File: config.mk
export PLATFORM = sky130hd
export DESIGN_NAME = csr_unit
export DESIGN_NICKNAME = d
export VERILOG_FILES = /design/src/rtl/csr_unit.sv
export SDC_FILE = /design/constraint.sdc
export NUM_CORES = 1
export LEC_CHECK = 0
export ABC_CLOCK_PERIOD_IN_PS = 3400
export CAP_MARGIN = 40
export CORE_ASPECT_RATIO = 1.5
export CORE_MARGIN = 4
export CORE_UTILIZATION = 30
export DETAILED_ROUTE_END_ITERATION = 8
export HOLD_SLACK_MARGIN = 0.02
export PLACE_DENSITY = 0.5
export SLEW_MARGIN = 20
export SYNTH_ARGS = -nofsm -noshare
export SYNTH_HDL_FRONTEND = slang
export SYNTH_SLANG_ARGS = --single-unit
File: constraint.sdc
create_clock -name clock -period 3.4 [get_ports clock]
set_input_delay 0.34 -clock clock [delete_from_list [all_inputs] [get_ports clock]]
set_output_delay 0.34 -clock clock [all_outputs]
set_load 0.05 [all_outputs]
File: src/rtl/csr_unit.sv
// Machine-mode CSR unit: CSR read/modify/write, 64-bit cycle/instret counters,
// trap entry, MRET return and external-interrupt gating.
module csr_unit #(
  parameter int          RETIRE_WIDTH = 2,
  parameter logic [31:0] MTVEC_RESET  = 32'h0000_0000,
  parameter logic [31:0] MISA_VALUE   = 32'h4000_0100
) (
  input  logic                              clock,
  input  logic                              reset,
  input  logic                              csr_valid,
  input  logic [1:0]                        csr_op,
  input  logic [11:0]                       csr_addr,
  input  logic [31:0]                       csr_wdata,
  output logic [31:0]                       csr_rdata,
  output logic                              csr_illegal,
  input  logic [$clog2(RETIRE_WIDTH+1)-1:0] retire_count,
  input  logic                              trap_valid,
  input  logic [31:0]                       trap_cause,
  input  logic [31:0]                       trap_pc,
  input  logic [31:0]                       trap_tval,
  input  logic                              mret_valid,
  input  logic                              irq_external,
  output logic [31:0]                       trap_vector,
  output logic [31:0]                       mepc_out,
  output logic                              irq_pending
);

  localparam int RCW = $clog2(RETIRE_WIDTH + 1);

  logic        mstatus_mie;
  logic        mstatus_mpie;
  logic [31:0] mie_reg;
  logic [31:0] mtvec;
  logic [31:0] mscratch;
  logic [31:0] mepc;
  logic [31:0] mcause;
  logic [31:0] mtval;
  logic [63:0] mcycle;
  logic [63:0] minstret;

  logic [31:0] mstatus_val;
  logic [31:0] mip_val;
  logic        mapped;
  logic [31:0] wnew;
  logic        wr_en;
  logic [31:0] tvec_base;

  assign mstatus_val = {19'b0, 2'b11, 3'b0, mstatus_mpie, 3'b0, mstatus_mie, 3'b0};
  assign mip_val     = {20'b0, irq_external, 11'b0};

  always_comb begin
    csr_rdata = 32'h0;
    mapped    = 1'b1;
    case (csr_addr)
      12'h300:          csr_rdata = mstatus_val;
      12'h301:          csr_rdata = MISA_VALUE;
      12'h304:          csr_rdata = mie_reg;
      12'h305:          csr_rdata = mtvec;
      12'h340:          csr_rdata = mscratch;
      12'h341:          csr_rdata = mepc;
      12'h342:          csr_rdata = mcause;
      12'h343:          csr_rdata = mtval;
      12'h344:          csr_rdata = mip_val;
      12'hB00, 12'hC00: csr_rdata = mcycle[31:0];
      12'hB02, 12'hC02: csr_rdata = minstret[31:0];
      12'hB80, 12'hC80: csr_rdata = mcycle[63:32];
      12'hB82, 12'hC82: csr_rdata = minstret[63:32];
      default:          mapped = 1'b0;
    endcase
  end

  // The 0xC.. user-level counter aliases are the only read-only space that faults on write
  assign csr_illegal = csr_valid & (~mapped | ((csr_op != 2'b00) & (csr_addr[11:10] == 2'b11)));
  assign wr_en       = csr_valid & ~csr_illegal & (csr_op != 2'b00) & ~trap_valid & ~mret_valid;

  always_comb begin
    case (csr_op)
      2'b01:   wnew = csr_wdata;
      2'b10:   wnew = csr_rdata | csr_wdata;
      2'b11:   wnew = csr_rdata & ~csr_wdata;
      default: wnew = csr_rdata;
    endcase
  end

  assign tvec_base   = {mtvec[31:2], 2'b00};
  assign trap_vector = ((mtvec[1:0] == 2'b01) && trap_cause[31])
                       ? tvec_base + {25'b0, trap_cause[4:0], 2'b00} : tvec_base;
  assign mepc_out    = mepc;
  assign irq_pending = mstatus_mie & mie_reg[11] & irq_external;

  always_ff @(posedge clock) begin
    if (reset) begin
      mstatus_mie  <= 1'b0;
      mstatus_mpie <= 1'b0;
      mie_reg      <= 32'h0;
      mtvec        <= MTVEC_RESET;
      mscratch     <= 32'h0;
      mepc         <= 32'h0;
      mcause       <= 32'h0;
      mtval        <= 32'h0;
      mcycle       <= 64'h0;
      minstret     <= 64'h0;
    end else begin
      // A write to either half freezes the whole counter for that cycle
      if (wr_en && csr_addr == 12'hB00)      mcycle[31:0]  <= wnew;
      else if (wr_en && csr_addr == 12'hB80) mcycle[63:32] <= wnew;
      else                                   mcycle        <= mcycle + 64'd1;

      if (wr_en && csr_addr == 12'hB02)      minstret[31:0]  <= wnew;
      else if (wr_en && csr_addr == 12'hB82) minstret[63:32] <= wnew;
      else minstret <= minstret + {{(64-RCW){1'b0}}, retire_count};

      if (trap_valid) begin
        mepc         <= {trap_pc[31:2], 2'b00};
        mcause       <= trap_cause;
        mtval        <= trap_tval;
        mstatus_mpie <= mstatus_mie;
        mstatus_mie  <= 1'b0;
      end else if (mret_valid) begin
        mstatus_mie  <= mstatus_mpie;
        mstatus_mpie <= 1'b1;
      end else if (wr_en) begin
        case (csr_addr)
          12'h300: begin
            mstatus_mie  <= wnew[3];
            mstatus_mpie <= wnew[7];
          end
          12'h304: mie_reg  <= wnew & 32'h0000_0888;
          12'h305: mtvec    <= {wnew[31:2], 1'b0, wnew[0]};
          12'h340: mscratch <= wnew;
          12'h341: mepc     <= {wnew[31:2], 2'b00};
          12'h342: mcause   <= wnew;
          12'h343: mtval    <= wnew;
          default: ;
        endcase
      end
    end
  end

endmodule

### Yosys cells after proc, flatten, opt, wreduce, memory -nomap -nowiden

Index checks and enable logic that the tools add are counted.

* register bits: 290
* input port bits: 150
* output and inout bits: 98
* logic and storage cells: 112

* $add $sub $neg: 3
* equality and inequality tests: 24
* multiplexer cells: 29
* bitwise logic cells: 16
* reductions and logical operators: 28

Operators by type and width (number)
* $mux W32: 19
* $pmux W32 S13: 1
* $eq A12 B10 Y1 const B: 9
* $eq A12 B12 Y1 const B: 8
* $pmux W32 S3: 1
* $add A64 B1 Y64 const B: 1
* $add A64 B2 Y64: 1
* $add A32 B7 Y32: 1
* $and A32 B32 Y32: 1
* $not A32 Y32: 1
* $or A32 B32 Y32: 1
* $reduce_or A17 Y1: 1
* $reduce_bool A2 Y1: 7
* $reduce_and A4 Y1: 3
* $reduce_or A2 Y1: 5
* $reduce_and A3 Y1: 3
* $and A1 B1 Y1: 8
* $mux W1: 8
* $eq A2 B2 Y1 const B: 3
* $ne A2 B2 Y1 const B: 3
* $reduce_bool A3 Y1: 2
* $logic_and A1 B1 Y1: 5
* $not A1 Y1: 4
* $reduce_and A2 Y1: 2
* 2 further kinds: 2

### Longest topological paths before layout

* word-level depth: 14
* depth in mapped cells: 12
* mapped depth without buffers: 10

### Worst setup path before layout

No wires, ideal clock.

* path kind: register -> output
* start point: reg mtvec[2]
* end point: out trap_vector[28]
* arrival: 2.948 ns
* data required time: 3.060 ns
* setup slack: 0.112 ns
* stages on the path, launching flop included: 11
* buffers on the path: 0
* path through: dfxtp_1 ha_1 inv_1 fa_1 inv_1 a21oi_1 o21bai_1 a21o_1 nor4b_1 nand3_1 xnor2_1

* word-level cells in the longest chain between the ends: 2

Ends and longest elaborated chain
* start, declared: line 33 `logic [31:0] mtvec;`
* start signal, assigned: line 129 `12'h305: mtvec <= {wnew[31:2], 1'b0, wnew[0]};`
* $add A32 B7 Y32: line 87 `? tvec_base + {25'b0, trap_cause[4:0], 2'b00} : tvec_base;`
* $mux W32: line 87
* end, declared: line 23 `output logic [31:0] trap_vector,`

Every way passes these cells.

### Worst setup path in the final report

* start point: in csr_addr[10]
* end point: out csr_rdata[20]

* word-level cells in the longest chain between the ends: 3
* elaborated cells on any way between the ends: 22
* classes of those cells: eq/ne (17); mux (1); reduce/logical (4)

Ends and longest elaborated chain
* start, declared: line 12 `input logic [11:0] csr_addr,`
* $eq A12 B12 Y1: line 54 `case (csr_addr)`
* $reduce_or A2 Y1
* $pmux W32 S13 *: line 54
* end, declared: line 14 `output logic [31:0] csr_rdata,`

Mark *: on every way between the ends. The rest lies on a longest branch, timed or not.

==> flow_metrics.tcl <==
set metrics [dict create \
    hold_depth 4 \
    die_h_um 320 \
    max-slew-margin-rel_pct 37.8 \
    outcome "complete, no violations" \
    hold_buffers 0 \
    vias_per_cell 6.17 \
    start_util_pct 30.2 \
    antenna_found_initial 5 \
    vdd_ir_drop_max_uv 342 \
    fin_util_pct 44.0 \
    core_area_mm2 0.0643 \
    cts_tree "built" \
    holdWs_ps 207 \
    drtAntennaViolNets 0 \
    fin_cells 4043 \
    synth_edf_count 0 \
    grt_pass1_vias 23803 \
    critPathRequiredTime_ps 3060 \
    port_buffers 241 \
    avgSynthCellArea_um2 7.47 \
    worstSetupEndpointType "output pin" \
    synth_seq_cells 290 \
    rows 114 \
    grt_pass1_wl_um 185000 \
    ios 248 \
    ys.flop_type "dfxtp_1" \
    max_freq_ghz 0.294 \
    grt_setup_unrepaired "true" \
    syn-cell-area_mm2 0.0194 \
    slew_violations 0 \
    cts-root-buf "clkbuf_16" \
    period_minus_slack_ps 3400 \
    reg2reg_slack_ps 120 \
    post-route-period-util_pct 99.9 \
    yosys-top-cells-count "dfxtp_1, nand2_1, nor2_1" \
    gp_congestion 1.05 \
    crit_fanout 11 \
    yosysTopAreaCellShare_pct 29.9 \
    dieArea_mm2 0.0690 \
    synth_top_cell_by_area "dfxtp_1" \
    top_regs "mcycle (64), minstret (64)" \
    reg2reg_depth 9 \
    start_kind "input pin" \
    dp_hpwl_um 107000 \
    drt_iter0_markers 3160 \
    post-route-drc-count 0 \
    fin_worst_skew_ps 24.4 \
    ys_async_sr_fraction_pct 0 \
    clock_path_buffers 3 \
    hold_violations 0 \
    grt_overflow 0 \
    cellLeakagePower_nw 10.5 \
    grt_usage_pct 37.5 \
    area_delta_synth_final_pct 45.5 \
    hold_path_class "in2reg" \
    dp_cells 3962 \
    crit_arrival_ps 3060 \
    cts_num_sinks 290 \
    final_layout_size_suffix_gt1_share_pct 23.4 \
    drtPass1Iterations 7 \
    yosys.cell_types.count 101 \
    clkTransAtPathRegs_ps 60 \
    setup_viol 0 \
    synth_most_common_cell "dfxtp_1" \
    netlist_top_cells_area "dfxtp_1, a21oi_1, nand2_1, nor2_1, nand3_1" \
    die_x_um 216 \
    htreeDepth 2 \
    crit_type "in2out" \
    routed_wl_um 136000 \
    num_vias 24943 \
    ys_seq_area_share_pct 29.9 \
    cts_buffers 37 \
    grt_max_degree 169 \
    fillers 6600 \
    synth_cells 2604 \
    yosys_warnings 0 \
    clk_latency_ps 600 \
    wl_per_cell_um 33.6 \
    worstMarginPinSlew_ps 929 \
    powerDensity_mw_per_mm2 327 \
    max-cap-violations 0 \
    nNetsFinal 3300 \
]
-- where the power goes --
group / internal [mW] / total, mW / switching (mW)
sequential: 3.47 / 3.55 / 0.0778
clock: 2.46 / 4.24 / 1.78
combinational: 0.587 / 1.46 / 0.875
-- final timing paths --
check	endpoint	startpoint
worst min-delay path	mtval[3]	trap_valid
worst max-delay path	csr_rdata[20]	csr_addr[10]
worst max register to register	mcycle[32]	mcycle[0]
worst min register to register	mscratch[29]	mscratch[29]
-- per-stage QoR --
step	area [µm²]	setup slack [ps]	TNS (ps)	power, mW
2_1_floorplan	19500	112	0	4.17
3_3_place_gp	26700	-308	-7380	5.03
3_5_place_dp	26800	-302	-6820	5.04
4_1_cts	28200	-6.40	-6.40	9.25
5_1_grt	28300	-8.72	-8.72	9.46
6_report	28300	3.98	0	9.25
-- layout make-up --
type / count / area (µm²) / share of cell area (%)
clock buffer: 53 / 1090 / 3.85
clock inverter: 12 / 148 / 0.522
tap: 870 / 1090 / 3.85
sequential: 290 / 5810 / 20.5
multi-input combinational: 2037 / 12700 / 44.9
inverter: 51 / 191 / 0.677
antenna: 7 / 17.5 / 0.0619
timing repair buffer: 723 / 7240 / 25.6
-- cell usage in the layout (no fill, tap or decap), types with 12 or more instances in the layout --
cell	synthesis	layout
nor2_1	239	239
or4_1	13	12
o22ai_1	55	55
o31a_1	12	12
and2_1	27	25
a211oi_1	85	84
and4_1	18	18
buf_12	0	106
buf_4	14	432
a31oi_1	62	62
dfxtp_1	290	289
mux2i_1	22	22
a221oi_1	31	31
nand4_1	59	59
or3_1	14	13
a21o_1	18	17
xnor2_1	48	43
nor3_1	72	65
mux2_2	26	26
nor3_2	8	13
a211o_1	47	47
a22o_1	14	14
inv_1	51	49
nand3_1	150	147
o21ai_0	100	99
nand2b_1	20	20
xor2_1	21	21
clkbuf_16	0	39
o31ai_1	15	15
nand2_1	286	286
and3_1	50	49
nor4_1	25	24
clkdlybuf4s50_1	0	170
a21oi_1	215	212
a22oi_1	47	46
o2bb2ai_1	14	14
-- critical path, stage by stage --
cell and delay [ps]:
clkdlybuf4s50_1 470, buf_4 170, nor4bb_4 560, buf_4 210, buf_4 190, nand3_1 210
o21ai_0 280, a22oi_2 210, or3b_2 270, buf_12 140
-- per-layer routing --
metal / wire length, µm / GRT usage (%) / vias up / share of wire [%]
met3: 8240 / 5.13 / 437 / 6.1
met1: 48600 / 41.3 / 12295 / 36
met4: 14000 / 31.2 / 0 / 10
met5: 0 / 0 / - / 0
li1: - / - / 10833 / -
met2: 64900 / 63.8 / 1378 / 48
-- what timing repair did --
| item | 4_1_cts | 5_1_grt |
|---|---|---|
| endpoints found under the setup margin | 17 | 29 |
| gates resized for setup | 23 | 19 |
| pin swaps | 8 | 2 |
| gates cloned | 0 | 0 |
| setup buffers | 8 | 2 |
-- logic make-up (layout without fill, tap and decap cells) --
kind of cell / Yosys count / count (layout) / synth area share [%]
compound gates: 844 / 844 / 29.7
xor+xnor: 69 / 69 / 3.11
fa+ha+maj: 10 / 10 / 0.721
buf+inv: 280 / 839 / 6.21
flops: 290 / 290 / 29.9
mux: 48 / 48 / 2.64
other cells: 1 / 11 / 0.0193
simple gates: 1062 / 1062 / 27.7
Power figures use the tool's default switching activity.
